## src/rtl/alu_share_arbiter_if.sv

```systemverilog
// Bundle of the requester, ALU and response signals around the shared ALU arbiter.
// The slave modport is the arbiter's view; the master modport is the environment's
// view (pipeline requesters plus the ALU itself).
interface alu_share_arbiter_if #(
  parameter int DATA_WIDTH = 32,
  parameter int OP_WIDTH   = 4
);
  logic                  stall_i;
  logic                  req0_valid_i;
  logic [OP_WIDTH-1:0]   req0_op_i;
  logic [DATA_WIDTH-1:0] req0_a_i;
  logic [DATA_WIDTH-1:0] req0_b_i;
  logic                  req0_ready_o;
  logic                  req1_valid_i;
  logic [OP_WIDTH-1:0]   req1_op_i;
  logic [DATA_WIDTH-1:0] req1_a_i;
  logic [DATA_WIDTH-1:0] req1_b_i;
  logic                  req1_ready_o;
  logic [OP_WIDTH-1:0]   alu_op_o;
  logic [DATA_WIDTH-1:0] alu_a_o;
  logic [DATA_WIDTH-1:0] alu_b_o;
  logic [DATA_WIDTH-1:0] alu_result_i;
  logic                  alu_zero_i;
  logic                  rsp0_valid_o;
  logic                  rsp1_valid_o;
  logic [DATA_WIDTH-1:0] rsp_result_o;
  logic                  rsp_zero_o;
  logic [7:0]            busy_count_o;

  modport slave (
    input  stall_i,
    input  req0_valid_i, req0_op_i, req0_a_i, req0_b_i,
    output req0_ready_o,
    input  req1_valid_i, req1_op_i, req1_a_i, req1_b_i,
    output req1_ready_o,
    output alu_op_o, alu_a_o, alu_b_o,
    input  alu_result_i, alu_zero_i,
    output rsp0_valid_o, rsp1_valid_o, rsp_result_o, rsp_zero_o,
    output busy_count_o
  );

  modport master (
    output stall_i,
    output req0_valid_i, req0_op_i, req0_a_i, req0_b_i,
    input  req0_ready_o,
    output req1_valid_i, req1_op_i, req1_a_i, req1_b_i,
    input  req1_ready_o,
    input  alu_op_o, alu_a_o, alu_b_o,
    output alu_result_i, alu_zero_i,
    input  rsp0_valid_o, rsp1_valid_o, rsp_result_o, rsp_zero_o,
    input  busy_count_o
  );
endinterface

```

## src/rtl/alu_share_arbiter.sv

```systemverilog
// Shares one ALU between the EX-stage (port 0) and an auxiliary unit (port 1).
// Round-robin grant with valid/ready handshake, combinational ALU drive and a
// registered one-cycle-latency response. Also counts consecutive starved cycles.
module alu_share_arbiter #(
  parameter int DATA_WIDTH = 32,
  parameter int OP_WIDTH   = 4
) (
  input logic                clk,
  input logic                reset,
  alu_share_arbiter_if.slave bus
);

  logic                  last_grant;
  logic                  grant_valid;
  logic                  grant_sel;
  logic                  ready0;
  logic                  ready1;
  logic                  unserved;
  logic [OP_WIDTH-1:0]   alu_op;
  logic [DATA_WIDTH-1:0] alu_a;
  logic [DATA_WIDTH-1:0] alu_b;
  logic                  rsp0_valid;
  logic                  rsp1_valid;
  logic [DATA_WIDTH-1:0] rsp_result;
  logic                  rsp_zero;
  logic [7:0]            busy_count;

  // Pick this cycle's winner: contested cycles go to the port that did not win last.
  always_comb begin
    grant_valid = 1'b0;
    grant_sel   = 1'b0;
    if (reset || bus.stall_i) begin
      grant_valid = 1'b0;
      grant_sel   = 1'b0;
    end else if (bus.req0_valid_i && bus.req1_valid_i) begin
      grant_valid = 1'b1;
      grant_sel   = ~last_grant;
    end else if (bus.req0_valid_i) begin
      grant_valid = 1'b1;
      grant_sel   = 1'b0;
    end else if (bus.req1_valid_i) begin
      grant_valid = 1'b1;
      grant_sel   = 1'b1;
    end else begin
      grant_valid = 1'b0;
      grant_sel   = 1'b0;
    end
  end

  assign ready0   = grant_valid & ~grant_sel;
  assign ready1   = grant_valid &  grant_sel;
  // A valid requester that did not get the ALU this cycle is starved.
  assign unserved = (bus.req0_valid_i & ~ready0) | (bus.req1_valid_i & ~ready1);

  // Steer the winner's operation onto the ALU; idle cycles present ADD 0,0.
  always_comb begin
    alu_op = {OP_WIDTH{1'b0}};
    alu_a  = {DATA_WIDTH{1'b0}};
    alu_b  = {DATA_WIDTH{1'b0}};
    case ({ready1, ready0})
      2'b01: begin
        alu_op = bus.req0_op_i;
        alu_a  = bus.req0_a_i;
        alu_b  = bus.req0_b_i;
      end
      2'b10: begin
        alu_op = bus.req1_op_i;
        alu_a  = bus.req1_a_i;
        alu_b  = bus.req1_b_i;
      end
      default: begin
        alu_op = {OP_WIDTH{1'b0}};
        alu_a  = {DATA_WIDTH{1'b0}};
        alu_b  = {DATA_WIDTH{1'b0}};
      end
    endcase
  end

  // Capture the ALU result for the winner, remember the winner, track starvation.
  always_ff @(posedge clk) begin
    if (reset) begin
      last_grant <= 1'b1;
      rsp0_valid <= 1'b0;
      rsp1_valid <= 1'b0;
      rsp_result <= {DATA_WIDTH{1'b0}};
      rsp_zero   <= 1'b0;
      busy_count <= 8'd0;
    end else begin
      rsp0_valid <= ready0;
      rsp1_valid <= ready1;
      if (grant_valid) begin
        rsp_result <= bus.alu_result_i;
        rsp_zero   <= bus.alu_zero_i;
        last_grant <= grant_sel;
      end
      if (unserved) begin
        if (busy_count != 8'hFF) begin
          busy_count <= busy_count + 8'd1;
        end
      end else begin
        busy_count <= 8'd0;
      end
    end
  end

  assign bus.req0_ready_o = ready0;
  assign bus.req1_ready_o = ready1;
  assign bus.alu_op_o     = alu_op;
  assign bus.alu_a_o      = alu_a;
  assign bus.alu_b_o      = alu_b;
  assign bus.rsp0_valid_o = rsp0_valid;
  assign bus.rsp1_valid_o = rsp1_valid;
  assign bus.rsp_result_o = rsp_result;
  assign bus.rsp_zero_o   = rsp_zero;
  assign bus.busy_count_o = busy_count;

endmodule

```

## src/flat_wrapper.sv

```systemverilog
// flat-port wrapper written by rule: the top's interface ports become plain ports
module alu_share_arbiter_flat 
#(
  parameter int DATA_WIDTH = 32,
  parameter int OP_WIDTH   = 4
)
  (clk, reset, bus_stall_i, bus_req0_valid_i, bus_req0_op_i, bus_req0_a_i, bus_req0_b_i, bus_req0_ready_o, bus_req1_valid_i, bus_req1_op_i, bus_req1_a_i, bus_req1_b_i, bus_req1_ready_o, bus_alu_op_o, bus_alu_a_o, bus_alu_b_o, bus_alu_result_i, bus_alu_zero_i, bus_rsp0_valid_o, bus_rsp1_valid_o, bus_rsp_result_o, bus_rsp_zero_o, bus_busy_count_o);
  alu_share_arbiter_if #(.DATA_WIDTH(DATA_WIDTH), .OP_WIDTH(OP_WIDTH)) bus_i ();
  input logic clk;
  input logic reset;
  input wire logic [$bits(bus_i.stall_i)-1:0] bus_stall_i;
  input wire logic [$bits(bus_i.req0_valid_i)-1:0] bus_req0_valid_i;
  input wire logic [$bits(bus_i.req0_op_i)-1:0] bus_req0_op_i;
  input wire logic [$bits(bus_i.req0_a_i)-1:0] bus_req0_a_i;
  input wire logic [$bits(bus_i.req0_b_i)-1:0] bus_req0_b_i;
  output wire logic [$bits(bus_i.req0_ready_o)-1:0] bus_req0_ready_o;
  input wire logic [$bits(bus_i.req1_valid_i)-1:0] bus_req1_valid_i;
  input wire logic [$bits(bus_i.req1_op_i)-1:0] bus_req1_op_i;
  input wire logic [$bits(bus_i.req1_a_i)-1:0] bus_req1_a_i;
  input wire logic [$bits(bus_i.req1_b_i)-1:0] bus_req1_b_i;
  output wire logic [$bits(bus_i.req1_ready_o)-1:0] bus_req1_ready_o;
  output wire logic [$bits(bus_i.alu_op_o)-1:0] bus_alu_op_o;
  output wire logic [$bits(bus_i.alu_a_o)-1:0] bus_alu_a_o;
  output wire logic [$bits(bus_i.alu_b_o)-1:0] bus_alu_b_o;
  input wire logic [$bits(bus_i.alu_result_i)-1:0] bus_alu_result_i;
  input wire logic [$bits(bus_i.alu_zero_i)-1:0] bus_alu_zero_i;
  output wire logic [$bits(bus_i.rsp0_valid_o)-1:0] bus_rsp0_valid_o;
  output wire logic [$bits(bus_i.rsp1_valid_o)-1:0] bus_rsp1_valid_o;
  output wire logic [$bits(bus_i.rsp_result_o)-1:0] bus_rsp_result_o;
  output wire logic [$bits(bus_i.rsp_zero_o)-1:0] bus_rsp_zero_o;
  output wire logic [$bits(bus_i.busy_count_o)-1:0] bus_busy_count_o;
  assign bus_i.stall_i = bus_stall_i;
  assign bus_i.req0_valid_i = bus_req0_valid_i;
  assign bus_i.req0_op_i = bus_req0_op_i;
  assign bus_i.req0_a_i = bus_req0_a_i;
  assign bus_i.req0_b_i = bus_req0_b_i;
  assign bus_req0_ready_o = bus_i.req0_ready_o;
  assign bus_i.req1_valid_i = bus_req1_valid_i;
  assign bus_i.req1_op_i = bus_req1_op_i;
  assign bus_i.req1_a_i = bus_req1_a_i;
  assign bus_i.req1_b_i = bus_req1_b_i;
  assign bus_req1_ready_o = bus_i.req1_ready_o;
  assign bus_alu_op_o = bus_i.alu_op_o;
  assign bus_alu_a_o = bus_i.alu_a_o;
  assign bus_alu_b_o = bus_i.alu_b_o;
  assign bus_i.alu_result_i = bus_alu_result_i;
  assign bus_i.alu_zero_i = bus_alu_zero_i;
  assign bus_rsp0_valid_o = bus_i.rsp0_valid_o;
  assign bus_rsp1_valid_o = bus_i.rsp1_valid_o;
  assign bus_rsp_result_o = bus_i.rsp_result_o;
  assign bus_rsp_zero_o = bus_i.rsp_zero_o;
  assign bus_busy_count_o = bus_i.busy_count_o;
  alu_share_arbiter #(.DATA_WIDTH(DATA_WIDTH), .OP_WIDTH(OP_WIDTH)) u_core (.clk(clk), .reset(reset), .bus(bus_i));
endmodule
```

## config.mk

```make
export PLATFORM = sky130hd
export DESIGN_NAME = alu_share_arbiter_flat
export DESIGN_NICKNAME = d
export VERILOG_FILES = /design/src/rtl/alu_share_arbiter_if.sv /design/src/rtl/alu_share_arbiter.sv /design/src/flat_wrapper.sv
export SDC_FILE = /design/constraint.sdc
export NUM_CORES = 1
export LEC_CHECK = 0
export BUFFER_PORTS_ARGS = -buffer_cell sky130_fd_sc_hd__buf_2
export CAP_MARGIN = 10
export CORE_AREA = 5 5 109 111
export DETAILED_ROUTE_END_ITERATION = 12
export DIE_AREA = 0 0 114 116
export SETUP_SLACK_MARGIN = 0.3
export SLEW_MARGIN = 20
export SYNTH_ARGS = -nofsm -noshare
export SYNTH_HDL_FRONTEND = slang
export SYNTH_SLANG_ARGS = --single-unit
```

## constraint.sdc

```tcl
create_clock -name clk -period 2 [get_ports clk]
set_input_delay 0.1 -clock clk [delete_from_list [all_inputs] [get_ports clk]]
set_output_delay 0.1 -clock clk [all_outputs]
set_load 0.005 [all_outputs]
```

# Yosys cells after proc, flatten, opt, wreduce, memory -nomap -nowiden
# Index checks and enable logic that the tools add are counted.
# Widths: inputs -> output; s select.
# op_classes
add_sub_neg	1
n_bitwise	10
magnitude_cmp	0
multipliers	0
reduce_logical	3
shifts	0
div_mod_pow	0
mux	10
n_eq_ne	3
# ops
op	n
$pmux 32 s2	2
$add 8x1->8 const B	1
$ne 8x8->1 const B	1
$pmux 4 s2	1
$mux 1	7
$not 1->1	5
$and 1x1->1	4
$eq 2x1->1 const B	1
$eq 2x2->1 const B	1
$reduce_or 2->1	1
$logic_and 1x1->1	1
$logic_or 1x1->1	1
$or 1x1->1	1
# word_totals
memories	0
ram_bits	0
romBits	0
wordCells	33
latchBits	0
register_bits	44

# Logic depth before layout (Yosys ltp)
# depth
depth_word	11
depth_mapped	6
ltp_nobuf	4

# Worst setup path after synthesis
# OpenSTA, ideal clock, no wires.
# synth_timing
path_type	reg-to-reg
startpoint	register u_core.busy_count[0], in the netlist u_core.bus.busy_count_o[0]
endpoint	register u_core.busy_count[5], in the netlist u_core.bus.busy_count_o[5]
path_slack_ns	0.701
required_ns	1.928
stages_incl_launch_ff	5
path_buffers	0
setup_ns	0.072
t_arrival_ns	1.227
cell_sequence	dfxtp_1 -> ha_1 -> and3_1 -> a211oi_1 -> mux2i_1
# synth_between
elab_chain_len	1
# synth_lines
element	line_no	rtl
from (decl)	alu_share_arbiter.sv:26	logic [7:0] busy_count;
from (signal assigned)	alu_share_arbiter.sv:98	busy_count <= busy_count + 8'd1;
$add 8x1->8 or $ne 8x8->1 (tied branches)	alu_share_arbiter.sv:98, alu_share_arbiter.sv:97	
# Several ways; a longest one is shown, not always the timed one.
# A chain may end at the register's enable or synchronous reset.

# Worst setup path in the final report
# layout_timing
startpoint	register u_core.last_grant
endpoint	output bus_alu_b_o[24]
# layout_between
elab_chain_len	7
# layout_lines
element	line_no	rtl
from (decl)	alu_share_arbiter.sv:13	logic last_grant;
from (signal assigned)	alu_share_arbiter.sv:94	last_grant <= grant_sel;
$not 1->1 (*)	alu_share_arbiter.sv:37	grant_sel = ~last_grant;
$mux 1 (*)	alu_share_arbiter.sv:35	end else if (bus.req0_valid_i && bus.req1_valid_i) begin
$mux 1 (*)	alu_share_arbiter.sv:32	if (reset || bus.stall_i) begin
$not 1->1	alu_share_arbiter.sv:50	assign ready0 = grant_valid & ~grant_sel;
$and 1x1->1	alu_share_arbiter.sv:50	
$eq 2x2->1 or $eq 2x1->1 (tied branches)	alu_share_arbiter.sv:60	case ({ready1, ready0})
$pmux 32 s2 (*)	alu_share_arbiter.sv:60	
to (decl)	flat_wrapper.sv:24	output wire logic [$bits(bus_i.alu_b_o)-1:0] bus_alu_b_o;
# Mark *: on every way between the ends. The rest lies on a longest branch, timed or not.

==> flow_summary.json <==
{
  "number_of_port_buffers": 286,
  "power_density_nw_per_um2": 467,
  "final.period_utilization": 0.887,
  "status": "finished clean",
  "r2r-start": "u_core.bus.busy_count_o[0]",
  "criticalPathCategory": "register to output pin",
  "synth_compound_gate_area_share": 0.374,
  "core_area_um2": 10700,
  "detail_route.first_pass.iterations": 5,
  "max_stage_delay_ns": 0.37,
  "cell_area_synth_um2": 2950,
  "synth_enable_flop_cells": 0,
  "ys_top_cells_by_area": "dfxtp_1 30%, a21oi_1 18%, nand3_1 18%",
  "timing_worst_slew_pin_value_ns": 0.626,
  "dp_worst_setup_slack_ns": 0.419,
  "area.sequential_um2": 885,
  "worstPathBufferInverterCount": 3,
  "worstPathMaxFanout": 17,
  "top_cells_by_instance_count_after_synthesis": "104 x a21oi_1, 104 x nand3_1, 103 x o21ai_0",
  "clock_latency_ns": 0.29,
  "globalRouteTotalUtil": 0.213,
  "ctsHtreeMaxLevel": 2,
  "n_fill_cell": 1140,
  "antenna_found_initial": 5,
  "global_route.usage.met3": 0.0449,
  "count_of_endpoints_failing_hold_in_the_final_timing_report": 0,
  "fin_util": 0.467,
  "largest_family_of_logic_cells_by_synthesized_area": "compound AO/OA/AOI/OAI gates",
  "slew_headroom": 0.582,
  "total_leakage_power_nw": 2.25,
  "worstSetupStartpointType": "register",
  "r2r_cells": 4,
  "cp_cell_sequence": "a211oi_4 > buf_6 > buf_16 > nand3_1 > a21oi_1 > buf_2",
  "drt_drc_violations_left": 0,
  "total_area_of_multi_input_combinational_cells_um2": 2030,
  "yosys_register_bits": 44,
  "core.rowCount": 38,
  "maxClockFrequency_ghz": 0.564,
  "postSynthNetCount": 625,
  "pin_count_of_the_biggest_net_entering_global_routing": 51,
  "cts_sinks": 44,
  "number_of_global_route_vias_before_repair": 4364,
  "postLayoutSetupSlackWorst_ns": 0.226,
  "synth_cells": 450,
  "cp.arrival_ns": 1.67,
  "regToRegSetupSlack_ns": 0.58,
  "fp.dieW_um": 114,
  "timing.setup.tns_ns": 0,
  "synth_area_per_cell_um2": 6.55,
  "clk_transition_reported_paths_ns": 0.09,
  "synth-async-reset-ratio": 0,
  "fraction_of_the_yosys_area_taken_by_sequential_cells": 0.299,
  "vdd_drop_max_v": 0.000330,
  "final-setup-viol-count": 0,
  "worst_path_dominant_cell_family": "buffers and inverters",
  "grt_use_met1": 0.271,
  "hold_buffers_post_cts": 0,
  "type_of_the_tightest_min_delay_check": "input pin to register",
  "initial_core_util": 0.275,
  "synthAdderAreaFrac": 0.00765,
  "reg2reg_to": "u_core.bus.busy_count_o[5]",
  "worstSetupPathDepth": 6,
  "cts_tree": "built",
  "cts_max_path_buffers": 2,
  "detail-route-antenna-nets": 0,
  "fin_nets": 889,
  "global_route.peak_usage_layer": "met2",
  "period_minus_slack_ns": 1.77,
  "via_count": 4620,
  "grt_overflow": 0,
  "post-dp-hpwl_um": 10900,
  "area_of_the_die_um2": 13200,
  "clock-skew-final_ns": 0.000668,
  "slowest_stage": "dfxtp_4",
  "number_of_cts_inserted_buffers": 5,
  "syn2layout_area_growth_pct": 69.8,
  "chip_height_um": 116,
  "gr_met2_demand_resource": 0.358,
  "top_level_ports": 287,
  "clock_root_cell": "clkbuf_8",
  "startpoint": "u_core.last_grant",
  "grt_pass1_wl_um": 22600,
  "critPathCaptureType": "output pin",
  "yosysTopAreaCellShare": 0.299,
  "grt_setup_unrepaired": "true",
  "ys.flop_type": "dfxtp_1",
  "simple_gate_fraction_of_synth_area": 0.229,
  "avgRoutedWirePerCell_um": 18.4,
  "post_drt_via_cell_ratio": 5.37,
  "wl_um": 15800,
  "cp-endpoint": "bus_alu_b_o[24]",
  "synth_xor_xnor_area_share": 0,
  "post_synth_mux_area_share": 0.00340,
  "synth_top_cell_by_area": "dfxtp_1",
  "p_total_mw": 2.33,
  "max_cap_violations": 0,
  "final-max-slew-violation-count": 0,
  "fraction_of_layout_instances_using_a_drive_strength_above_1": 0.515,
  "drt-initial-drc-count": 361,
  "routability_congestion_estimate": 0.950,
  "yosys_warnings": 0,
  "worst-endpoint-required_ns": 1.90,
  "yosysUniqueCellTypes": 34
}
==> cells in the final DEF (no fill, tap or decap), types with 2 or more instances in the layout <==
| cell | netlist | layout |
|---|---|---|
| buf_8 | 0 | 2 |
| buf_6 | 2 | 2 |
| o21ai_1 | 0 | 33 |
| clkbuf_16 | 0 | 2 |
| buf_2 | 17 | 286 |
| o21ai_2 | 0 | 4 |
| nand3_4 | 0 | 3 |
| nand4_1 | 2 | 2 |
| a21oi_2 | 0 | 29 |
| a21oi_1 | 104 | 75 |
| dfxtp_1 | 44 | 43 |
| buf_12 | 0 | 3 |
| nor2_1 | 5 | 5 |
| a211o_4 | 0 | 2 |
| nand3_2 | 0 | 5 |
| nor3_1 | 7 | 7 |
| a211oi_1 | 2 | 2 |
| inv_1 | 2 | 2 |
| clkbuf_8 | 0 | 5 |
| nand3_1 | 104 | 96 |
| diode_2 | 0 | 5 |
| buf_4 | 1 | 12 |
| a31oi_1 | 2 | 2 |
| buf_16 | 0 | 3 |
| o21ai_0 | 103 | 66 |
==> flip-flops by register name, summed over array words and instances (netlist names) <==
| signal | count |
|---|---|
| u_core.bus.rsp_zero_o | 1 |
| u_core.bus.rsp_result_o | 32 |
| u_core.bus.rsp0_valid_o | 1 |
| u_core.bus.rsp1_valid_o | 1 |
| u_core.bus.busy_count_o | 8 |
| u_core.last_grant | 1 |
==> final cells by class <==
cell class                 count  share of cell area
multi-input combinational    350               0.407
timing repair buffer         310               0.353
sequential                    44               0.177
tap                          140              0.0350
clock buffer                   5              0.0138
clock inverter                 3             0.00926
antenna                        5             0.00250
inverter                       3             0.00225
==> power by group <==
group / total (mW) / internal [mW] / switching, mW
combinational: 0.706 / 0.321 / 0.385
sequential: 0.927 / 0.909 / 0.0185
clock: 0.700 / 0.376 / 0.323
total: 2.33 / 1.61 / 0.727
==> tightest hold or removal path, cell delays in order <==
cell,delay (ns)
buf_2,0.10
nand3_1,0.05
a21oi_1,0.05
==> through the flow <==
step	instances	instance area [µm²]	hold WS [ns]
floorplan	450	2950	0.248
finish	860	5000	0.0455
CTS	850	4710	0.0350
global placement	834	4440	0.352
global route	860	5000	0.0419
detailed placement	834	4440	0.360
==> worst min-delay path by stage <==
stage                             endpoint            startpoint  cells after the start
3_3_place_gp   u_core.bus.rsp_result_o[30]  bus_alu_result_i[30]                      3
5_1_grt        u_core.bus.rsp_result_o[13]  bus_alu_result_i[13]                      3
6_report        u_core.bus.rsp_result_o[2]   bus_alu_result_i[2]                      3
3_5_place_dp   u_core.bus.rsp_result_o[16]  bus_alu_result_i[16]                      3
2_1_floorplan   u_core.bus.rsp_result_o[0]   bus_alu_result_i[0]                      2
4_1_cts        u_core.bus.rsp_result_o[28]  bus_alu_result_i[28]                      3
==> metal layers <==
metal  wire, µm  vias up
met1       6520     2142
met5          0        -
met4        333        0
li1           -     2191
met3       1350       25
met2       7580      262
==> cells by family after synthesis <==
family	Yosys count
AO/OA/AOI/OAI	215
AND/OR/NAND/NOR	131
buffers and inverters	57
flip-flops	44
adder cells (fa/ha/maj)	2
multiplexers	1
==> timing repair <==
action                     CTS  global route
cloned                       4             4
gates resized for setup     17            76
buffers inserted             4             1
pin swaps                    4            17
setup endpoints to repair   70            69
No activity file was read; power rests on OpenSTA's default activity.
